**config.mk**
```make
export PLATFORM = sky130hd
export DESIGN_NAME = secded_codec
export DESIGN_NICKNAME = d
export VERILOG_FILES = /design/src/rtl/secded_codec.sv
export SDC_FILE = /design/constraint.sdc
export NUM_CORES = 1
export LEC_CHECK = 0
export CORE_UTILIZATION = 49
export CTS_BUF_LIST = sky130_fd_sc_hd__clkbuf_16
export DETAILED_ROUTE_END_ITERATION = 10
export PLACE_DENSITY = 0.95
export SYNTH_ARGS = -nofsm -noshare
export SYNTH_HDL_FRONTEND = slang
export SYNTH_SLANG_ARGS = --single-unit
```
**constraint.sdc**
```tcl
create_clock -name clk -period 2.9 [get_ports clk]
set_input_delay 0.725 -clock clk [delete_from_list [all_inputs] [get_ports clk]]
set_output_delay 0.725 -clock clk [all_outputs]
set_load 0.005 [all_outputs]
```
**src/rtl/secded_codec.sv**
```systemverilog
// secded_codec: systematic SECDED Hamming encoder/decoder with a per-beat detect-only mode.
// Latency 2 cycles (stage 1 = syndrome/parity, stage 2 = correction/flags), 1 beat per cycle.
// Backpressure: in_ready = !out_valid || out_ready; the whole pipeline freezes while the output stalls.
// Optional feature macro: ECC_STATS_EN builds the ce/ue counters and the sticky alarm.
module secded_codec #(
   parameter int DATA_WIDTH   = 8,
   parameter int COUNT_WIDTH  = 16,
   parameter int ALARM_THRESH = 4,
   // smallest r with 2^r >= DATA_WIDTH + r + 1 over the legal 4..64 range
   localparam int R = (DATA_WIDTH <= 4)  ? 3 :
                      (DATA_WIDTH <= 11) ? 4 :
                      (DATA_WIDTH <= 26) ? 5 :
                      (DATA_WIDTH <= 57) ? 6 : 7,
   localparam int CW_WIDTH = DATA_WIDTH + R + 1
) (
   input  logic                   clk,
   input  logic                   rst,
   input  logic                   in_valid,
   output logic                   in_ready,
   input  logic                   in_op,
   input  logic                   in_corr_en,
   input  logic [DATA_WIDTH-1:0]  in_data,
   input  logic [CW_WIDTH-1:0]    in_codeword,
   output logic                   out_valid,
   input  logic                   out_ready,
   output logic                   out_op,
   output logic [DATA_WIDTH-1:0]  out_data,
   output logic [CW_WIDTH-1:0]    out_codeword,
   output logic [R-1:0]           out_syndrome,
   output logic                   out_err_single,
   output logic                   out_err_double,
   input  logic                   stat_clear,
   output logic [COUNT_WIDTH-1:0] ce_count,
   output logic [COUNT_WIDTH-1:0] ue_count,
   output logic                   alarm
);

   // Hamming position of data bit idx: the idx-th non-power-of-two position (3, 5, 6, 7, 9, ...)
   function automatic int data_pos(input int idx);
      int pos;
      int cnt;
      pos = 0;
      cnt = 0;
      for (int p = 3; p < 128; p++) begin
         if (((p & (p - 1)) != 0) && (cnt <= idx)) begin
            pos = p;
            cnt = cnt + 1;
         end
      end
      return pos;
   endfunction

   // Constant lookup of each data bit's position; every position fits in R bits
   logic [R-1:0] pos_lut [DATA_WIDTH];
   for (genvar gi = 0; gi < DATA_WIDTH; gi++) begin : g_pos
      assign pos_lut[gi] = R'(data_pos(gi));
   end

   logic                  advance;
   logic [DATA_WIDTH-1:0] chk_src;
   logic [R-1:0]          chk_calc;
   logic [CW_WIDTH-1:0]   s1_cw_d;
   logic [R-1:0]          s1_syn_d;
   logic                  s1_par_d;

   logic                  s1_vld_q;
   logic                  s1_op_q;
   logic                  s1_corr_q;
   logic [CW_WIDTH-1:0]   s1_cw_q;
   logic [R-1:0]          s1_syn_q;
   logic                  s1_par_q;

   logic [CW_WIDTH-1:0]   flip_mask;
   logic                  hit;
   logic                  single_d;
   logic                  double_d;
   logic [CW_WIDTH-1:0]   out_cw_d;

   logic                  out_valid_q;
   logic                  out_op_q;
   logic [CW_WIDTH-1:0]   out_cw_q;
   logic [R-1:0]          out_syn_q;
   logic                  out_single_q;
   logic                  out_double_q;

   assign advance  = !out_valid_q || out_ready;
   assign in_ready = advance;

   // Recompute check bits of the incoming word and form the stage 1 next state
   always_comb begin
      chk_src  = in_op ? in_codeword[DATA_WIDTH-1:0] : in_data;
      chk_calc = '0;
      for (int j = 0; j < R; j++) begin
         for (int i = 0; i < DATA_WIDTH; i++) begin
            if (pos_lut[i][j]) chk_calc[j] = chk_calc[j] ^ chk_src[i];
         end
      end
      if (in_op) begin
         s1_cw_d  = in_codeword;
         s1_syn_d = chk_calc ^ in_codeword[DATA_WIDTH+R-1:DATA_WIDTH];
         s1_par_d = ^in_codeword;
      end else begin
         // encode: {overall parity, check bits, data}; syndrome and parity stay 0
         s1_cw_d  = {^{chk_calc, in_data}, chk_calc, in_data};
         s1_syn_d = '0;
         s1_par_d = 1'b0;
      end
   end

   // Stage 1: register payload, op, correction mode, syndrome and overall parity
   always_ff @(posedge clk) begin
      if (rst) begin
         s1_vld_q  <= 1'b0;
         s1_op_q   <= 1'b0;
         s1_corr_q <= 1'b0;
         s1_cw_q   <= '0;
         s1_syn_q  <= '0;
         s1_par_q  <= 1'b0;
      end else if (advance) begin
         s1_vld_q  <= in_valid;
         s1_op_q   <= in_op;
         s1_corr_q <= in_corr_en;
         s1_cw_q   <= s1_cw_d;
         s1_syn_q  <= s1_syn_d;
         s1_par_q  <= s1_par_d;
      end
   end

   // Classify the syndrome and build a one-hot repair mask for a single faulty bit
   always_comb begin
      flip_mask = '0;
      hit       = 1'b0;
      single_d  = 1'b0;
      double_d  = 1'b0;
      if (s1_op_q) begin
         if (s1_par_q) begin
            if (s1_syn_q == '0) begin
               // only the overall parity bit itself is wrong
               flip_mask[CW_WIDTH-1] = 1'b1;
               hit                   = 1'b1;
            end else begin
               // power-of-two syndrome names a check bit
               for (int j = 0; j < R; j++) begin
                  if (s1_syn_q == (R'(1) << j)) begin
                     flip_mask[DATA_WIDTH+j] = 1'b1;
                     hit                     = 1'b1;
                  end
               end
               for (int i = 0; i < DATA_WIDTH; i++) begin
                  if (s1_syn_q == pos_lut[i]) begin
                     flip_mask[i] = 1'b1;
                     hit          = 1'b1;
                  end
               end
            end
            // odd parity with a syndrome past the last used position cannot be one error
            single_d = hit;
            double_d = !hit;
         end else begin
            double_d = (s1_syn_q != '0);
         end
      end
      out_cw_d = s1_corr_q ? (s1_cw_q ^ flip_mask) : s1_cw_q;
   end

   // Stage 2: register the (corrected) result and error flags
   always_ff @(posedge clk) begin
      if (rst) begin
         out_valid_q  <= 1'b0;
         out_op_q     <= 1'b0;
         out_cw_q     <= '0;
         out_syn_q    <= '0;
         out_single_q <= 1'b0;
         out_double_q <= 1'b0;
      end else if (advance) begin
         out_valid_q  <= s1_vld_q;
         out_op_q     <= s1_op_q;
         out_cw_q     <= out_cw_d;
         out_syn_q    <= s1_syn_q;
         out_single_q <= single_d;
         out_double_q <= double_d;
      end
   end

   assign out_valid      = out_valid_q;
   assign out_op         = out_op_q;
   assign out_codeword   = out_cw_q;
   assign out_data       = out_cw_q[DATA_WIDTH-1:0];
   assign out_syndrome   = out_syn_q;
   assign out_err_single = out_single_q;
   assign out_err_double = out_double_q;

`ifdef ECC_STATS_EN
   logic                   consume;
   logic                   ce_inc;
   logic                   ue_inc;
   logic [COUNT_WIDTH-1:0] ce_count_q;
   logic [COUNT_WIDTH-1:0] ue_count_q;
   logic                   alarm_q;

   assign consume = out_valid_q && out_ready && out_op_q;
   assign ce_inc  = consume && out_single_q && (ce_count_q != '1);
   assign ue_inc  = consume && out_double_q && (ue_count_q != '1);

   // Saturating error counters and sticky alarm; clear wins over any increment
   always_ff @(posedge clk) begin
      if (rst || stat_clear) begin
         ce_count_q <= '0;
         ue_count_q <= '0;
         alarm_q    <= 1'b0;
      end else begin
         if (ce_inc) ce_count_q <= ce_count_q + COUNT_WIDTH'(1);
         if (ue_inc) ue_count_q <= ue_count_q + COUNT_WIDTH'(1);
         if ((ce_count_q >= COUNT_WIDTH'(ALARM_THRESH)) || ue_inc) alarm_q <= 1'b1;
      end
   end

   assign ce_count = ce_count_q;
   assign ue_count = ue_count_q;
   assign alarm    = alarm_q;
`else
   logic stats_unused;
   assign stats_unused = stat_clear ^ (ALARM_THRESH > 0);
   assign ce_count     = '0;
   assign ue_count     = '0;
   assign alarm        = 1'b0;
`endif

endmodule
```
== After elaboration in Yosys (flattened, before gate mapping) ==
Cells that the tools add are included.
Storage, ports and cells
  flip-flop bits (word level): 42
  input port bits: 28
  logic and storage cells: 86
Operators by class
  eq/ne operators: 12
  muxes and demuxes: 39
  bitwise gates (word level): 16
  reductions and logical operators: 7
Operator list (number)
  $mux W13: 4
  $mux W1: 32
  $eq A4 B4 Y1 const B: 5
  $eq A4 B3 Y1 const B: 4
  $xor A1 B1 Y1: 14
  $reduce_xor A13 Y1: 1
  $xor A13 B13 Y13: 1
  $mux W12: 1
  $reduce_xor A12 Y1: 1
  $eq A4 B2 Y1 const B: 2
  $mux W8: 1
  $eq A4 B1 Y1 const B: 1
  $logic_not A4 Y1: 1
  $mux W4: 1
  $reduce_bool A4 Y1: 1
  $xor A4 B4 Y4: 1
  $logic_not A1 Y1: 2
  $logic_or A1 B1 Y1: 1

== Logic depth before layout (Yosys ltp) ==
  word-level depth: 19
  mapped depth: 5

== Worst setup path after synthesis ==
Ideal clock, no wire load.
  kind: input -> output
  start point: input port out_ready
  end point: output port in_ready
  data arrival time: 1.186 ns
  setup slack: 0.989 ns
  stages on the path: 3
  buffers on the path: 1
  cells stage by stage: nor2b_1 -> inv_2 -> clkbuf_1
Between the ends
  word-level cells in the longest chain between the ends: 1
RTL lines
  start: declaration: line 25  | input logic out_ready,
  $logic_or A1 B1 Y1: line 86  | assign advance = !out_valid_q || out_ready;
  end: declaration: line 19  | output logic in_ready,
No other way between the ends.

== Worst setup path after layout ==
Same ends and word-level chain as after synthesis.

==> results.json <==
{
  "route.final.wire_length_mm": 5.44,
  "max-clock-path-buffers": 2,
  "initial_utilization": 0.524,
  "maximum_number_of_pins_on_one_net_before_global_route_repair": 63,
  "outcome": "complete, no violations",
  "area_growth_syn_to_layout_pct": 21.9,
  "worst_ep_arrival_time_ns": 2.00,
  "cellLeakagePower_uw": 0.00126,
  "die_h_um": 74.2,
  "grt_pass1_wl_mm": 8.71,
  "timing.critical_path.buf_inv": 3,
  "portBuffers": 56,
  "routability_cong": 0.853,
  "achievable-frequency_mhz": 368,
  "critPathMaxStageDelay_ns": 0.45,
  "final-instance-count-excl-fill": 395,
  "hold_viol_final": 0,
  "drt_pass1_iterations": 4,
  "fillCellCount": 416,
  "layout_common_cells": "56 x sky130_fd_sc_hd__clkdlybuf4s50_1, 42 x sky130_fd_sc_hd__dfxtp_1, 33 x sky130_fd_sc_hd__conb_1, 26 x sky130_fd_sc_hd__nand2_1, 26 x sky130_fd_sc_hd__nor2_1",
  "timing.critical_path.required_ns": 2.17,
  "cts_buffers": 5,
  "mappedNetlistArea_um2": 2560,
  "via_per_inst": 5.11,
  "first_global_vias": 1849,
  "placementRows": 25,
  "globalRoute.totalOverflow": 0,
  "ir_worst_vdd_uv": 359,
  "final_antenna_net_count": 0,
  "crit_type": "primary input to primary output",
  "layout_commonest_cell": "sky130_fd_sc_hd__clkdlybuf4s50_1",
  "detail_route.drc_violations": 0,
  "timing.critical_path.max_delay_family": "buffers and inverters",
  "hold_path.startpoint": "out_syndrome[3]",
  "antenna_cells_inserted": 0,
  "post-cts-setup-buffer-count": 0,
  "cts.repair.resized": 0,
  "synth-seq-cells": 42,
  "timing.hold.worst_endpoint": "out_syndrome[3]",
  "worst_slew_margin_rel": 0.618,
  "layout-drive-gt1-share": 0.0579,
  "wire_per_inst_um": 13.8,
  "r2r-start": "out_valid",
  "cts_htree_levels": 2,
  "finish.utilization": 0.639,
  "register_area_share_after_synthesis": 0.329,
  "hpwlAfterDp_mm": 4.03,
  "finalClockSkew_ns": 0.00419,
  "track_usage": 0.214,
  "post_synth_cell_types": 35,
  "postSynthAreaPerCell_um2": 8.91,
  "crit_top_cell": "sky130_fd_sc_hd__clkdlybuf4s50_1",
  "floorplan.core_area_um2": 4880,
  "drt_iter0_markers": 122,
  "final_net_count": 355,
  "regToRegSetupSlack_ns": 1.35,
  "p_total_uw": 1570,
  "min-delay-path-class": "flip-flop to flip-flop",
  "powerDensity_nw_per_um2": 504,
  "boundaryPins": 91,
  "synth-warning-count": 0,
  "synth_cells": 287,
  "slowest_cell_on_the_critical_path": "sky130_fd_sc_hd__clkdlybuf4s50_1",
  "final_period_util": 0.938,
  "horizontal_die_dimension_um": 74.2,
  "worstHoldPathCells": 2,
  "worst_slew_pin_slew_ns": 0.572,
  "cts_tree": "built",
  "final-setup-viol-count": 0,
  "cts_hold_buffers": 0,
  "reg2regPathDepth": 5,
  "dr_total_vias": 2019,
  "numClockSinks": 42,
  "min_period_ns": 2.72,
  "fin_tns_setup_ns": 0,
  "setup_repair_after_global_routing_missed_its_margin": "false",
  "worstSkewPairLatency_ns": 0.28,
  "crit_path_start_kind": "primary input",
  "critical_path.reg2reg.endpoint": "s1_cw_q[4]",
  "max_slew_violation_total_from_the_final_report": 0,
  "timing.critical_path.to_type": "primary output",
  "design.die.area_um2": 5510,
  "initial_antenna_violation_count": 0,
  "cts_root_buf": "sky130_fd_sc_hd__clkbuf_16",
  "cp_cell_sequence": "clkdlybuf4s50_1 > nor2b_1 > inv_2 > clkdlybuf4s50_1",
  "cts.clk_slew.worst_paths_ns": 0.06,
  "dpl.cell_count": 387,
  "drv_cap": 0,
  "top_fanout_value_on_the_critical_path": 2
}
worst reg2reg max path, stage by stage, from the launching register on:
cell and delay [ns]:
sky130_fd_sc_hd__dfxtp_1 0.31, sky130_fd_sc_hd__nor2b_1 0.19, sky130_fd_sc_hd__inv_2 0.08, sky130_fd_sc_hd__buf_4 0.47
sky130_fd_sc_hd__nor2_1 0.14, sky130_fd_sc_hd__a211oi_1 0.26
area by class of cell:
class	instances	area (µm²)	area share
multi-input cells	215	1450	0.464
repair buffers	61	598	0.192
clock inverters	3	16.3	0.00522
inverters	2	7.51	0.00241
flip-flops and latches	42	841	0.270
clock buffers	5	125	0.0401
well taps	67	83.8	0.0269
Yosys cell counts (all sizes together):
cell,instances,area share
a21oi,18,0.035
nand2,26,0.038
clkbuf,15,0.022
and4b,2,0.0078
nand4b,1,0.0034
o21bai,1,0.0029
mux2i,10,0.039
nor3,1,0.0020
buf,45,0.13
nor4,1,0.0024
inv,2,0.0029
nor2,26,0.038
o21ai,1,0.0020
xnor2,21,0.082
xor2,14,0.051
a211oi,23,0.068
nor2b,3,0.0073
o31ai,1,0.0049
nor3b,2,0.0059
nand4,4,0.0098
conb,1,0.0015
nand3,10,0.020
dfxtp,42,0.33
nand2b,2,0.0049
xnor3,8,0.072
o211ai,4,0.012
and3,1,0.0024
nand3b,2,0.0059
sequential cells by signal, indices dropped and copies added (netlist names):
name	flops
out_codeword	13
s1_cw_q	13
out_syndrome	4
s1_syn_q	4
out_err_double	1
out_err_single	1
out_op	1
out_valid	1
s1_corr_q	1
s1_op_q	1
s1_par_q	1
s1_vld_q	1
report_power, final:
group / internal [µW] / leakage [µW] / switching (µW)
sequential: 625 / 0.000347 / 52.2
clock: 314 / 0.0000672 / 222
combinational: 211 / 0.000851 / 146
total: 1150 / 0.00126 / 419
worst max-delay path by stage:
stage / start / endpoint / slack (ns) / cells after the start
finish: out_ready / in_ready / 0.18 / 4
global route: out_ready / in_ready / 0.14 / 4
CTS: out_ready / in_ready / 0.20 / 4
detailed placement: out_ready / in_ready / 0.21 / 4
global placement: out_ready / in_ready / 0.22 / 4
floorplan: out_ready / in_ready / 0.99 / 3
metal layers:
| layer | share of wire | GRT usage | up-vias | wire length [µm] |
|---|---|---|---|---|
| li1 | - | - | 981 | - |
| met1 | 0.39 | 0.244 | 931 | 2100 |
| met2 | 0.50 | 0.371 | 95 | 2730 |
| met3 | 0.092 | 0.0705 | 12 | 501 |
| met4 | 0.021 | 0.0839 | 0 | 114 |
| met5 | 0 | 0 | - | 0 |
stage by stage:
| stage | setup slack, ns | area, µm² | hold WS, ns |
|---|---|---|---|
| 3_3_place_gp | 0.215 | 2980 | 0.439 |
| 4_1_cts | 0.205 | 3120 | 0.454 |
| 5_1_grt | 0.138 | 3120 | 0.481 |
| 3_5_place_dp | 0.208 | 2980 | 0.448 |
| 2_1_floorplan | 0.989 | 2680 | 0.432 |
| 6_report | 0.179 | 3120 | 0.453 |
cell families (layout without fill, tap and decap cells):
logic type | count (synthesis) | in the layout | share of synthesized area
and+or+nand+nor | 81 | 81 | 0.148
DFF | 42 | 42 | 0.329
muxes | 10 | 10 | 0.0391
other | 1 | 33 | 0.00147
xor gates and xnor gates | 43 | 43 | 0.205
buffers and inverters | 62 | 71 | 0.153
AOI/OAI and AO/OA | 48 | 48 | 0.124
(Power assumes the default switching activity.)
==> edit: new RTL, same settings <==
The parameter `DATA_WIDTH` goes from 8 to 16.
--- a/src/rtl/secded_codec.sv
+++ b/src/rtl/secded_codec.sv
@@ -4,5 +4,5 @@
 // Optional feature macro: ECC_STATS_EN builds the ce/ue counters and the sticky alarm.
 module secded_codec #(
-   parameter int DATA_WIDTH   = 8,
+   parameter int DATA_WIDTH   = 16,
    parameter int COUNT_WIDTH  = 16,
    parameter int ALARM_THRESH = 4,
Interface: changed (5 resized); port bits go from 91 to 126. The function was not compared with the original's and may differ.
==> edit against the unedited design <==
Design area rose by 68%; routed wire length rose by 76%; worst setup slack improved by 0.089 ns; count of clock-buffer cells in the layout rose by 4; sequential cell count rose by 20; synthesized area rose by 54%; synthesized cell count rose by 59%; total power rose by 100%; die area rose by 52%.
==> edit: results (changes against the unedited design) <==
run status -> finished, final reports clean
met2 Resource Use GR -> 0.4066 (+0.03593)
Syn Area/Cell -> 8.624 µm² (-3.2%)
P per Cell Area -> 604.8 nW/µm² (+20%)
startpoint of the worst register-to-register path -> s1_par_q$_SDFFE_PP0P_
NonClk Buf Share -> 0.2319 (+0.04000)
Critical Path AT -> 2.85 ns (+0.85 ns)
synth unique cells -> 37 (+5.7%)
#MultiIn Comb -> 347 (+61%)
via/cell ratio -> 5.116 (about the same)
Worst path top cell family by delay -> XOR/XNOR gates
XOR/XNOR share of the synthesized area -> 0.2165 (+0.01103)
peak supply drop -> 0.0003070 V (-14%)
pin count of the biggest net entering global routing -> 95 (+51%)
met1 track demand over resource -> 0.2775 (+0.03340)
first drt pass iteration count -> 6 (+2)
metal3 WL -> 534 µm (+6.6%)
inverter count -> 3 (+1)
Placement Setup Slack -> -0.08439 ns (-0.2920 ns)
Port Buffers -> 91 (+63%)
nonclk buf count -> 131 (+110%)
Iteration-0 DRC Markers -> 272 (+120%)
post-synthesis mux area share -> 0.07270 (+0.03356)
GRT Overall Usage -> 0.2348 (+0.02095)
sw frac -> 0.2810 (+0.01374)
crit path from -> in_codeword[3]
vias in the first global route -> 3176 (+72%)
# H-tree levels -> 3 (+1)
Clk. pwr -> 1.13 mW (+110%)
final clock skew -> 0.005701 ns (+0.001515 ns)
Hold WS -> 0.4531 ns (-0.0001030 ns)
aggregate routed wire length -> 9.583 mm (+76%)
Final Wtd Congestion -> 0.8325 (-2.4%)
via count -> 3382 (+68%)
Final HPWL DP -> 6.984 mm (+73%)
placed cell area -> 4920 µm² (+65%)
r2r setup slk -> 0.83 ns (-0.52 ns)
Sequential Power -> 1.02 mW (+50%)
first-pass GRT wire length -> 15.24 mm (+75%)
Util after Layout -> 0.6738 (+0.03509)
CP Max Fanout -> 4 (+2)
Final #Nets -> 599 (+69%)
ClkCell Share -> 0.06000 (+0.01464)
P_leak -> 2.119 nW (+68%)
wl on met1 -> 3.957 mm (+89%)
Register Area -> 1241 µm² (+48%)
clock sink total -> 62 (+48%)
clock buffer count -> 9 (+4)
Clk Latency, worst-skew pair -> 0.33 ns (+0.05 ns)
multi-input logic area -> 2326 µm² (+61%)
main area contributors after synthesis -> dfxtp_1 31%, xnor2_1 11%, buf_4 9.3%
Cells after DPL -> 645 (+67%)
met3 Use GR -> 0.04643 (-0.02403)
R2R Path End -> out_codeword[12]$_SDFFE_PP0P_
Synth Area in Compound Gates -> 0.1327 (+0.008432)
hold endpoint -> out_op$_SDFFE_PP0P_
slew margin rel. -> 0.3961 (-0.2223)
CP peak stage delay -> 0.57 ns (+0.12 ns)
register area share after synthesis -> 0.3149 (-0.01385)
Total Power -> 3.165 mW (+100%)
edit: cell count changes in the layout (fill, tap and decap cells not counted), moves of 7 or more:
cell	delta
clkdlybuf4s50_1	+33
nor2_1	+30
or3_1	+11
xor2_1	+11
nand2_1	+11
mux2i_1	+15
dfxtp_1	+20
buf_4	+34
o21ai_0	+10
a311oi_1	+9
xnor2_1	+32
nand3_1	-7
edit: tightest hold or removal path, cell delays in order, from the launching register on:
cell	delay, ns
dfxtp_1	0.31
nand2_1	0.05
a21oi_1	0.05
edit: worst max path at each step:
stage / endpoint / slack [ns] / cells past startpoint
finish: s1_cw_q[21]$_SDFFE_PP0P_ / 0.27 / 8
global route: s1_syn_q[1]$_SDFFE_PP0P_ / 0.17 / 9
CTS: s1_cw_q[21]$_SDFFE_PP0P_ / 0.26 / 8
detailed placement: s1_cw_q[21]$_SDFFE_PP0P_ / -0.08 / 8
global placement: s1_cw_q[21]$_SDFFE_PP0P_ / -0.07 / 8
floorplan: s1_cw_q[21]$_SDFFE_PP0P_ / 0.33 / 8
